`config.mk`:
```
export PLATFORM = sky130hd
export DESIGN_NAME = mdr_handshake
export DESIGN_NICKNAME = d
export VERILOG_FILES = /design/src/rtl/mdr_handshake.sv
export SDC_FILE = /design/constraint.sdc
export NUM_CORES = 1
export LEC_CHECK = 0
export ABC_AREA = 1
export CAP_MARGIN = 0
export CORE_ASPECT_RATIO = 0.5
export CORE_MARGIN = 2
export CORE_UTILIZATION = 25
export DETAILED_ROUTE_END_ITERATION = 8
export SLEW_MARGIN = 10
export SYNTH_ARGS = -nofsm -noshare
export SYNTH_HDL_FRONTEND = slang
export SYNTH_SLANG_ARGS = --single-unit
```
`constraint.sdc`:
```
create_clock -name clock -period 2 [get_ports clock]
set_input_delay 0.4 -clock clock [delete_from_list [all_inputs] [get_ports clock]]
set_output_delay 0.4 -clock clock [all_outputs]
set_load 0.02 [all_outputs]
```
`src/rtl/mdr_handshake.sv`:
```
// Memory data register with a req/ack handshake to variable-latency memory.
// Handles byte/half/full lane steering, sign/zero extension and request timeout.
`timescale 1ns/1ps
module mdr_handshake #(
   parameter int                    DATA_WIDTH = 32,
   parameter int                    ADDR_WIDTH = 32,
   parameter logic [DATA_WIDTH-1:0] INIT       = '0,
   parameter int                    TIMEOUT    = 16
) (
   input  logic                    clock,
   input  logic                    clear,
   input  logic                    enable,
   input  logic [DATA_WIDTH-1:0]   BusMuxOut,
   input  logic [ADDR_WIDTH-1:0]   mar_addr,
   input  logic                    read_start,
   input  logic                    write_start,
   input  logic [1:0]              size,
   input  logic                    sign_ext,
   output logic                    mem_req,
   output logic                    mem_we,
   output logic [ADDR_WIDTH-1:0]   mem_addr,
   output logic [DATA_WIDTH-1:0]   mem_wdata,
   output logic [DATA_WIDTH/8-1:0] mem_be,
   input  logic [DATA_WIDTH-1:0]   mem_rdata,
   input  logic                    mem_ack,
   output logic [DATA_WIDTH-1:0]   BusMuxIn,
   output logic                    busy,
   output logic                    done,
   output logic                    error
);

   localparam int LANES = DATA_WIDTH / 8;
   localparam int OFFW  = $clog2(LANES);

   typedef enum logic [1:0] {IDLE, RD_REQ, WR_REQ} state_t;

   state_t                  state, state_nx;
   logic [DATA_WIDTH-1:0]   data_q, data_nx;
   logic [7:0]              cnt, cnt_nx;
   logic [1:0]              size_q, size_nx;
   logic                    sext_q, sext_nx;
   logic [OFFW-1:0]         off_q, off_nx;

   logic                    mem_req_nx, mem_we_nx, busy_nx, done_nx, error_nx;
   logic [ADDR_WIDTH-1:0]   mem_addr_nx;
   logic [DATA_WIDTH-1:0]   mem_wdata_nx;
   logic [LANES-1:0]        mem_be_nx;

   logic [OFFW-1:0]         start_off;
   logic                    aligned;
   logic [LANES-1:0]        start_be;
   logic [DATA_WIDTH-1:0]   start_wdata;
   logic [DATA_WIDTH-1:0]   rd_shift;
   logic [DATA_WIDTH-1:0]   rd_ext;

   assign start_off = mar_addr[OFFW-1:0];
   assign BusMuxIn  = data_q;

   // Decode the incoming command: alignment, lane enables and replicated write data.
   always_comb begin
      aligned     = 1'b1;
      start_be    = '1;
      start_wdata = data_q;
      case (size)
         2'b00: begin
            start_be    = LANES'(1) << start_off;
            start_wdata = {LANES{data_q[7:0]}};
         end
         2'b01: begin
            aligned     = ~start_off[0];
            start_be    = LANES'(3) << start_off;
            start_wdata = {(LANES/2){data_q[15:0]}};
         end
         default: begin
            aligned = (start_off == '0);
         end
      endcase
   end

   // Bring the addressed lanes down to bit 0 and extend them.
   always_comb begin
      rd_shift = mem_rdata >> {off_q, 3'b000};
      case (size_q)
         2'b00:   rd_ext = sext_q ? DATA_WIDTH'($signed(rd_shift[7:0]))
                                  : DATA_WIDTH'(rd_shift[7:0]);
         2'b01:   rd_ext = sext_q ? DATA_WIDTH'($signed(rd_shift[15:0]))
                                  : DATA_WIDTH'(rd_shift[15:0]);
         default: rd_ext = mem_rdata;
      endcase
   end

   always_comb begin
      state_nx     = state;
      data_nx      = data_q;
      cnt_nx       = cnt;
      size_nx      = size_q;
      sext_nx      = sext_q;
      off_nx       = off_q;
      mem_req_nx   = mem_req;
      mem_we_nx    = mem_we;
      mem_addr_nx  = mem_addr;
      mem_wdata_nx = mem_wdata;
      mem_be_nx    = mem_be;
      busy_nx      = busy;
      error_nx     = error;
      done_nx      = 1'b0;

      case (state)
         IDLE: begin
            if (read_start || write_start) begin
               error_nx    = 1'b0;
               mem_addr_nx = mar_addr;
               size_nx     = size;
               sext_nx     = sign_ext;
               off_nx      = start_off;
               cnt_nx      = '0;
               if (!aligned) begin
                  error_nx = 1'b1;
               end else if (read_start) begin
                  mem_req_nx = 1'b1;
                  mem_we_nx  = 1'b0;
                  mem_be_nx  = start_be;
                  busy_nx    = 1'b1;
                  state_nx   = RD_REQ;
               end else begin
                  mem_req_nx   = 1'b1;
                  mem_we_nx    = 1'b1;
                  mem_be_nx    = start_be;
                  mem_wdata_nx = start_wdata;
                  busy_nx      = 1'b1;
                  state_nx     = WR_REQ;
               end
            end else if (enable) begin
               data_nx = BusMuxOut;
            end
         end

         RD_REQ, WR_REQ: begin
            if (mem_ack) begin
               if (state == RD_REQ) begin
                  data_nx = rd_ext;
               end
               mem_req_nx = 1'b0;
               mem_we_nx  = 1'b0;
               mem_be_nx  = '0;
               busy_nx    = 1'b0;
               done_nx    = 1'b1;
               cnt_nx     = '0;
               state_nx   = IDLE;
            end else if (cnt == 8'(TIMEOUT - 1)) begin
               // This edge would bring the count to TIMEOUT, so abandon the access now.
               mem_req_nx = 1'b0;
               mem_we_nx  = 1'b0;
               mem_be_nx  = '0;
               busy_nx    = 1'b0;
               error_nx   = 1'b1;
               cnt_nx     = '0;
               state_nx   = IDLE;
            end else begin
               cnt_nx = cnt + 8'd1;
            end
         end

         default: begin
            state_nx = IDLE;
         end
      endcase
   end

   always_ff @(posedge clock or negedge clear) begin
      if (!clear) begin
         state     <= IDLE;
         data_q    <= INIT;
         cnt       <= '0;
         size_q    <= '0;
         sext_q    <= 1'b0;
         off_q     <= '0;
         mem_req   <= 1'b0;
         mem_we    <= 1'b0;
         mem_addr  <= '0;
         mem_wdata <= '0;
         mem_be    <= '0;
         busy      <= 1'b0;
         done      <= 1'b0;
         error     <= 1'b0;
      end else begin
         state     <= state_nx;
         data_q    <= data_nx;
         cnt       <= cnt_nx;
         size_q    <= size_nx;
         sext_q    <= sext_nx;
         off_q     <= off_nx;
         mem_req   <= mem_req_nx;
         mem_we    <= mem_we_nx;
         mem_addr  <= mem_addr_nx;
         mem_wdata <= mem_wdata_nx;
         mem_be    <= mem_be_nx;
         busy      <= busy_nx;
         done      <= done_nx;
         error     <= error_nx;
      end
   end

endmodule

```
# Word-level counts from Yosys, hierarchy flattened
# Cells that the tools add are included.
[word_totals]
reg_bits = 119
wordCells = 89
[op_classes]
add_sub_neg = 1
n_mux = 42
n_reduce_logical = 14
shifts = 3
n_bitwise = 2
eq_ne = 14
[ops]
columns = ["operator", "count"]
rows = [
  ["$mux W32", 6],
  ["$pmux W32 S2", 3],
  ["$shr A32 B5 Y16", 1],
  ["$mux W8", 3],
  ["$mux W4", 4],
  ["$ne A2 B2 Y1 const B", 8],
  ["$pmux W4 S2", 2],
  ["$pmux W8 S2", 1],
  ["$mux W1", 13],
  ["$reduce_and A4 Y1", 3],
  ["$mux W2", 5],
  ["$add A8 B1 Y8 const B", 1],
  ["$eq A8 B4 Y1 const B", 1],
  ["$logic_not A2 Y1", 4],
  ["$pmux W1 S2", 4],
  ["$eq A2 B1 Y1 const B", 3],
  ["$reduce_and A5 Y1", 1],
  ["$pmux W2 S2", 1],
  ["$reduce_and A2 Y1", 2],
  ["$shl A1 B2 Y4 const A", 1],
  ["$shl A2 B2 Y4 const A", 1],
  ["$ne A3 B3 Y1 const B", 1],
  ["$reduce_and A3 Y1", 1],
  ["$eq A2 B2 Y1 const B", 1],
  ["other kinds (4)", 5],
]

# Depth between registers and ports, before layout
[logic_depth]
depth_word = 6
ltp_mapped = 11
ltp_nobuf = 9

# Worst setup path after synthesis
# Ideal clock, no wire load.
[synth_timing]
path_type = "reg2reg"
startpoint = "register state[0]"
endpoint = "register data_q[10], in the netlist BusMuxIn[10]"
period_less_slack_ns = 1.759
setup_slack_ns = 0.241
required_ns = 1.884
arrival_ns = 1.642
stages_incl_launch_ff = 12
cell_sequence = "dfrtp_1 > inv_1 > ha_1 > buf_2 > nand2_1 > o211ai_1 > nor2_4 > inv_2 > buf_4 > buf_4 > nand2_1 > nand2_1"
[synth_between]
elab_chain_cells = 4
word_cells_on_any_way = 11
cone_classes = "eq/ne: 6; mux: 1; reduce/logical: 4"
[synth_lines]
columns = ["element", "line_no", "source"]
rows = [
  ["start: declaration", "37", "state_t state, state_nx;"],
  ["start signal: assignment", "187", "state <= state_nx;"],
  ["$eq A2 B1 Y1 / $eq A2 B2 Y1 (equally long branches)", "108, 140", ""],
  ["$reduce_or A2 Y1", "108", "case (state)"],
  ["$ne A2 B2 Y1 (no line) / $reduce_bool A2 Y1 (equally long branches)", "-", ""],
  ["$reduce_and A5 Y1 (no line)", "-", ""],
  ["end signal: assignment", "188", "data_q <= data_nx;"],
  ["end: declaration", "38", "logic [DATA_WIDTH-1:0] data_q, data_nx;"],
]
# Parallel ways exist; a longest one is shown, timed or not.
# A chain may end at the register's enable or synchronous reset.

# Worst setup path in the final report
[layout_timing]
startpoint = "register data_q[7], in the netlist BusMuxIn[7]"
endpoint = "output port BusMuxIn[7]"
[layout_rtl]
columns = ["element", "line_no", "source"]
rows = [
  ["end: declaration", "26", "output logic [DATA_WIDTH-1:0] BusMuxIn,"],
]
# No word-level cell between the ends.

==> impl_results.md <==
* Initial DRC Count at 531
* Die area at 26000 sq um
* Worst Setup End Kind: primary output
* Layout area overhead at 51.3%
* Routed wire per std cell at 15.4 um
* First-pass GRT wire length at 34500 um
* Non-Filler Instances at 1423
* Final Skew at 9.51 ps
* Slew @ Worst Pin at 821 ps
* Peak supply drop at 610 uV
* R2R depth at 7
* Clock power share at 0.187
* Crit-path slowest cell: clkdlybuf4s50_1
* I/O Pins at 210
* Critical path's top delay family: buffers and inverters
* Drc violations at 0
* Post-synth net total at 969
* Hold Crit Class: in2async
* Final setup margin at 83.2 ps
* Post-synthesis instance area at 6150 sq um
* Flop pwr share at 0.264
* Crit Reg-Reg Endpoint: busy
* Worst slew margin at 0.451
* Share of the yosys chip area belonging to registers at 0.476
* FF-to-FF setup slack at 150 ps
* FF-to-FF Start: state[0]
* GR Util All Layers at 0.173
* FMAX at 522 MHz
* Die H at 115 um
* Leakage at 0.00446 uW
* Crit path DAT at 1520 ps
* Critical path fanouts, max at 4
* Antenna-violating nets left at 0
* Yosys reg bits at 117
* Initial antenna violation count at 1
* Hold WS at 411 ps
* Final setup vio count at 0
* DR vias at 6277
* Inst Count DP at 1387
* Max cap viols at 0
* Depth of the CTS H-tree at 4
* Comb power frac at 0.549
* Clock sinks at 117
* CTS Root Buffer Type: clkbuf_16
* Std cell rows at 40
* Int Power at 9220 uW
* Diode count at 0
* Gp weighted congestion at 0.879
* Vias per inst at 4.41
* Design area at 9310 sq um
* Share of cells above drive strength 1 at 0.0773
* Clk_lat worst skew at 410 ps
* Min Tclk post-route at 1920 ps
* Final WL at 21900 um
* Clock slew at reported path FFs at 60 ps
* Startpoint Class: flip-flop
* Crit path from: BusMuxIn[7]
* CTS Buf Count at 17
* Switch share at 0.447
* Pre-antenna DRT Iters at 5
* Die Width at 226 um
* Status: finished clean
* CP Class: reg2out
* Largest net degree at the start of global routing at 57
* HPWL Detailed at 17000 um
* Worst path depth at 1
* Yosys cell types at 27
* Crit share post-route at 0.958
* Fin nets at 1183
* Critical Path End: BusMuxIn[7]
* Max stage delay on crit path at 690 ps
* Placed cell areas at 8670 sq um
* Worst Path Buf+Inv at 1
* CTS tree: built
* Port Buffers at 209
* P_sw at 7440 uW
* Cell Chain, Critical Path: clkdlybuf4s50_1
* Initial Util at 0.256
* Power density over the cells at 1790 nW/um^2
* GR Overflow Total at 0
* Maximum clock path buffer count at 2
* RSZ-0062 raised after global routing: true
* Final-report hold violation count at 0
* Syn_area_per_cell at 7.15 sq um
* # fillers at 2501
* YS warnings at 0
* Vias in the first global route at 6275
* Critical path required time at 1600 ps
* Syn Inst Count at 860
* Dpl ws at -201 ps
* Total power at 16700 uW
* Final Slew Violations at 0
* Core area at 24100 sq um
-- worst min-delay path by stage --
| stage | startpoint | endpoint | slack, ps | depth (start not counted) |
|---|---|---|---|---|
| finish | clear | mem_addr[30] | 410 | 2 |
| global route | clear | mem_addr[30] | 430 | 2 |
| CTS | clear | mem_addr[30] | 400 | 2 |
| detailed placement | clear | mem_addr[30] | 290 | 1 |
| global placement | clear | mem_addr[30] | 290 | 1 |
| floorplan | clear | BusMuxIn[0] | 100 | 0 |
-- logic make-up (layout without fill, tap and decap cells) --
kind of cell | Yosys count | after routing | share of synthesized area
DFF | 117 | 117 | 0.476
buffers and inverters | 98 | 325 | 0.0775
AOI/OAI and AO/OA | 113 | 113 | 0.0962
xor gates and xnor gates | 3 | 3 | 0.00427
and+or+nand+nor | 525 | 525 | 0.338
adders and majority gates | 4 | 4 | 0.00814
-- per-stage QoR --
step,utilization,TNS (ps)
after floorplan,-,0
after global placement,0.360,-2320
after detailed placement,0.360,-2490
after CTS,0.385,0
after global routing,0.387,-20.5
final,0.387,0
-- registers in the layout (all words and copies together), names as in the netlist --
signal     flops
mem_wdata     32
done           1
error          1
mem_we         1
busy           1
state          2
mem_be         4
mem_addr      32
sext_q         1
BusMuxIn      32
size_q         2
cnt            8
-- placed cells by master, fill, tap and decap left out --
cell,instances
ha_2,1
nor2_8,1
nor3_1,1
clkinv_2,3
o21ai_4,1
o211ai_1,1
clkdlybuf4s50_1,207
inv_1,40
clkbuf_1,2
buf_4,36
clkinvlp_4,4
bufinv_16,3
nand3_2,2
xor2_1,3
ha_1,3
clkbuf_8,1
dfrtp_1,116
dfrtp_2,1
nand4_1,4
dlygate4sd3_1,1
clkbuf_16,17
nor3_2,1
buf_12,4
o21ai_2,1
o21bai_1,2
nor2_1,92
nor2_4,2
inv_2,3
a21oi_1,46
o21ai_0,52
a31oi_1,1
dlygate4sd2_1,1
o21ai_1,8
inv_6,1
nand2_1,385
a21boi_1,1
clkinv_4,2
nand3_1,37
-- power groups by stage --
stage               sequential [uW]  combinational (uW)  clock [uW]
finish                         4400                9150        3120
global route                   4540               10100        3310
CTS                            4390                9150        3170
detailed placement             4400                9100           0
global placement               4390                9060           0
floorplan                      5240                4370           0
-- cells in the mapped netlist (all sizes together) --
master / instances / area (sq um)
nor2: 95 / 388
nand4: 4 / 25.0
a31oi: 1 / 6.26
ha: 4 / 50.1
nand3: 39 / 205
nand2: 385 / 1450
o211ai: 1 / 7.51
buf: 34 / 236
xor2: 3 / 26.3
nor3: 2 / 15.0
o21ai: 62 / 325
a21boi: 1 / 7.51
a21oi: 46 / 230
o21bai: 2 / 15.0
dfrtp: 117 / 2930
clkbuf: 20 / 75.1
inv: 44 / 165
-- cell type report --
| class | instances | area (sq um) | area share |
|---|---|---|---|
| Sequential cell | 117 | 2930 | 0.315 |
| Multi-Input combinational cell | 645 | 2750 | 0.295 |
| Timing Repair Buffer | 249 | 2440 | 0.262 |
| Clock buffer | 20 | 447 | 0.0480 |
| Tap cell | 336 | 420 | 0.0452 |
| Inverter | 44 | 169 | 0.0181 |
| Clock inverter | 12 | 154 | 0.0165 |
-- timing repair --
action / in CTS / in global routing
endpoints found under the setup margin: 1 / 31
buffers inserted: 0 / 3
resized for setup: 1 / 4
endpoints found under the hold margin: 11 / 0
hold buffers: 1 / 0
-- per-layer routing --
metal / track usage / up-vias / share of wire / wire [um]
met1: 0.217 / 2972 / 0.44 / 9610
met2: 0.304 / 158 / 0.50 / 11000
met3: 0.0332 / 31 / 0.042 / 913
met5: 0 / - / 0.00059 / 13
met4: 0.0530 / 2 / 0.020 / 429
li1: - / 3114 / - / -
Power figures use the tool's default switching activity.
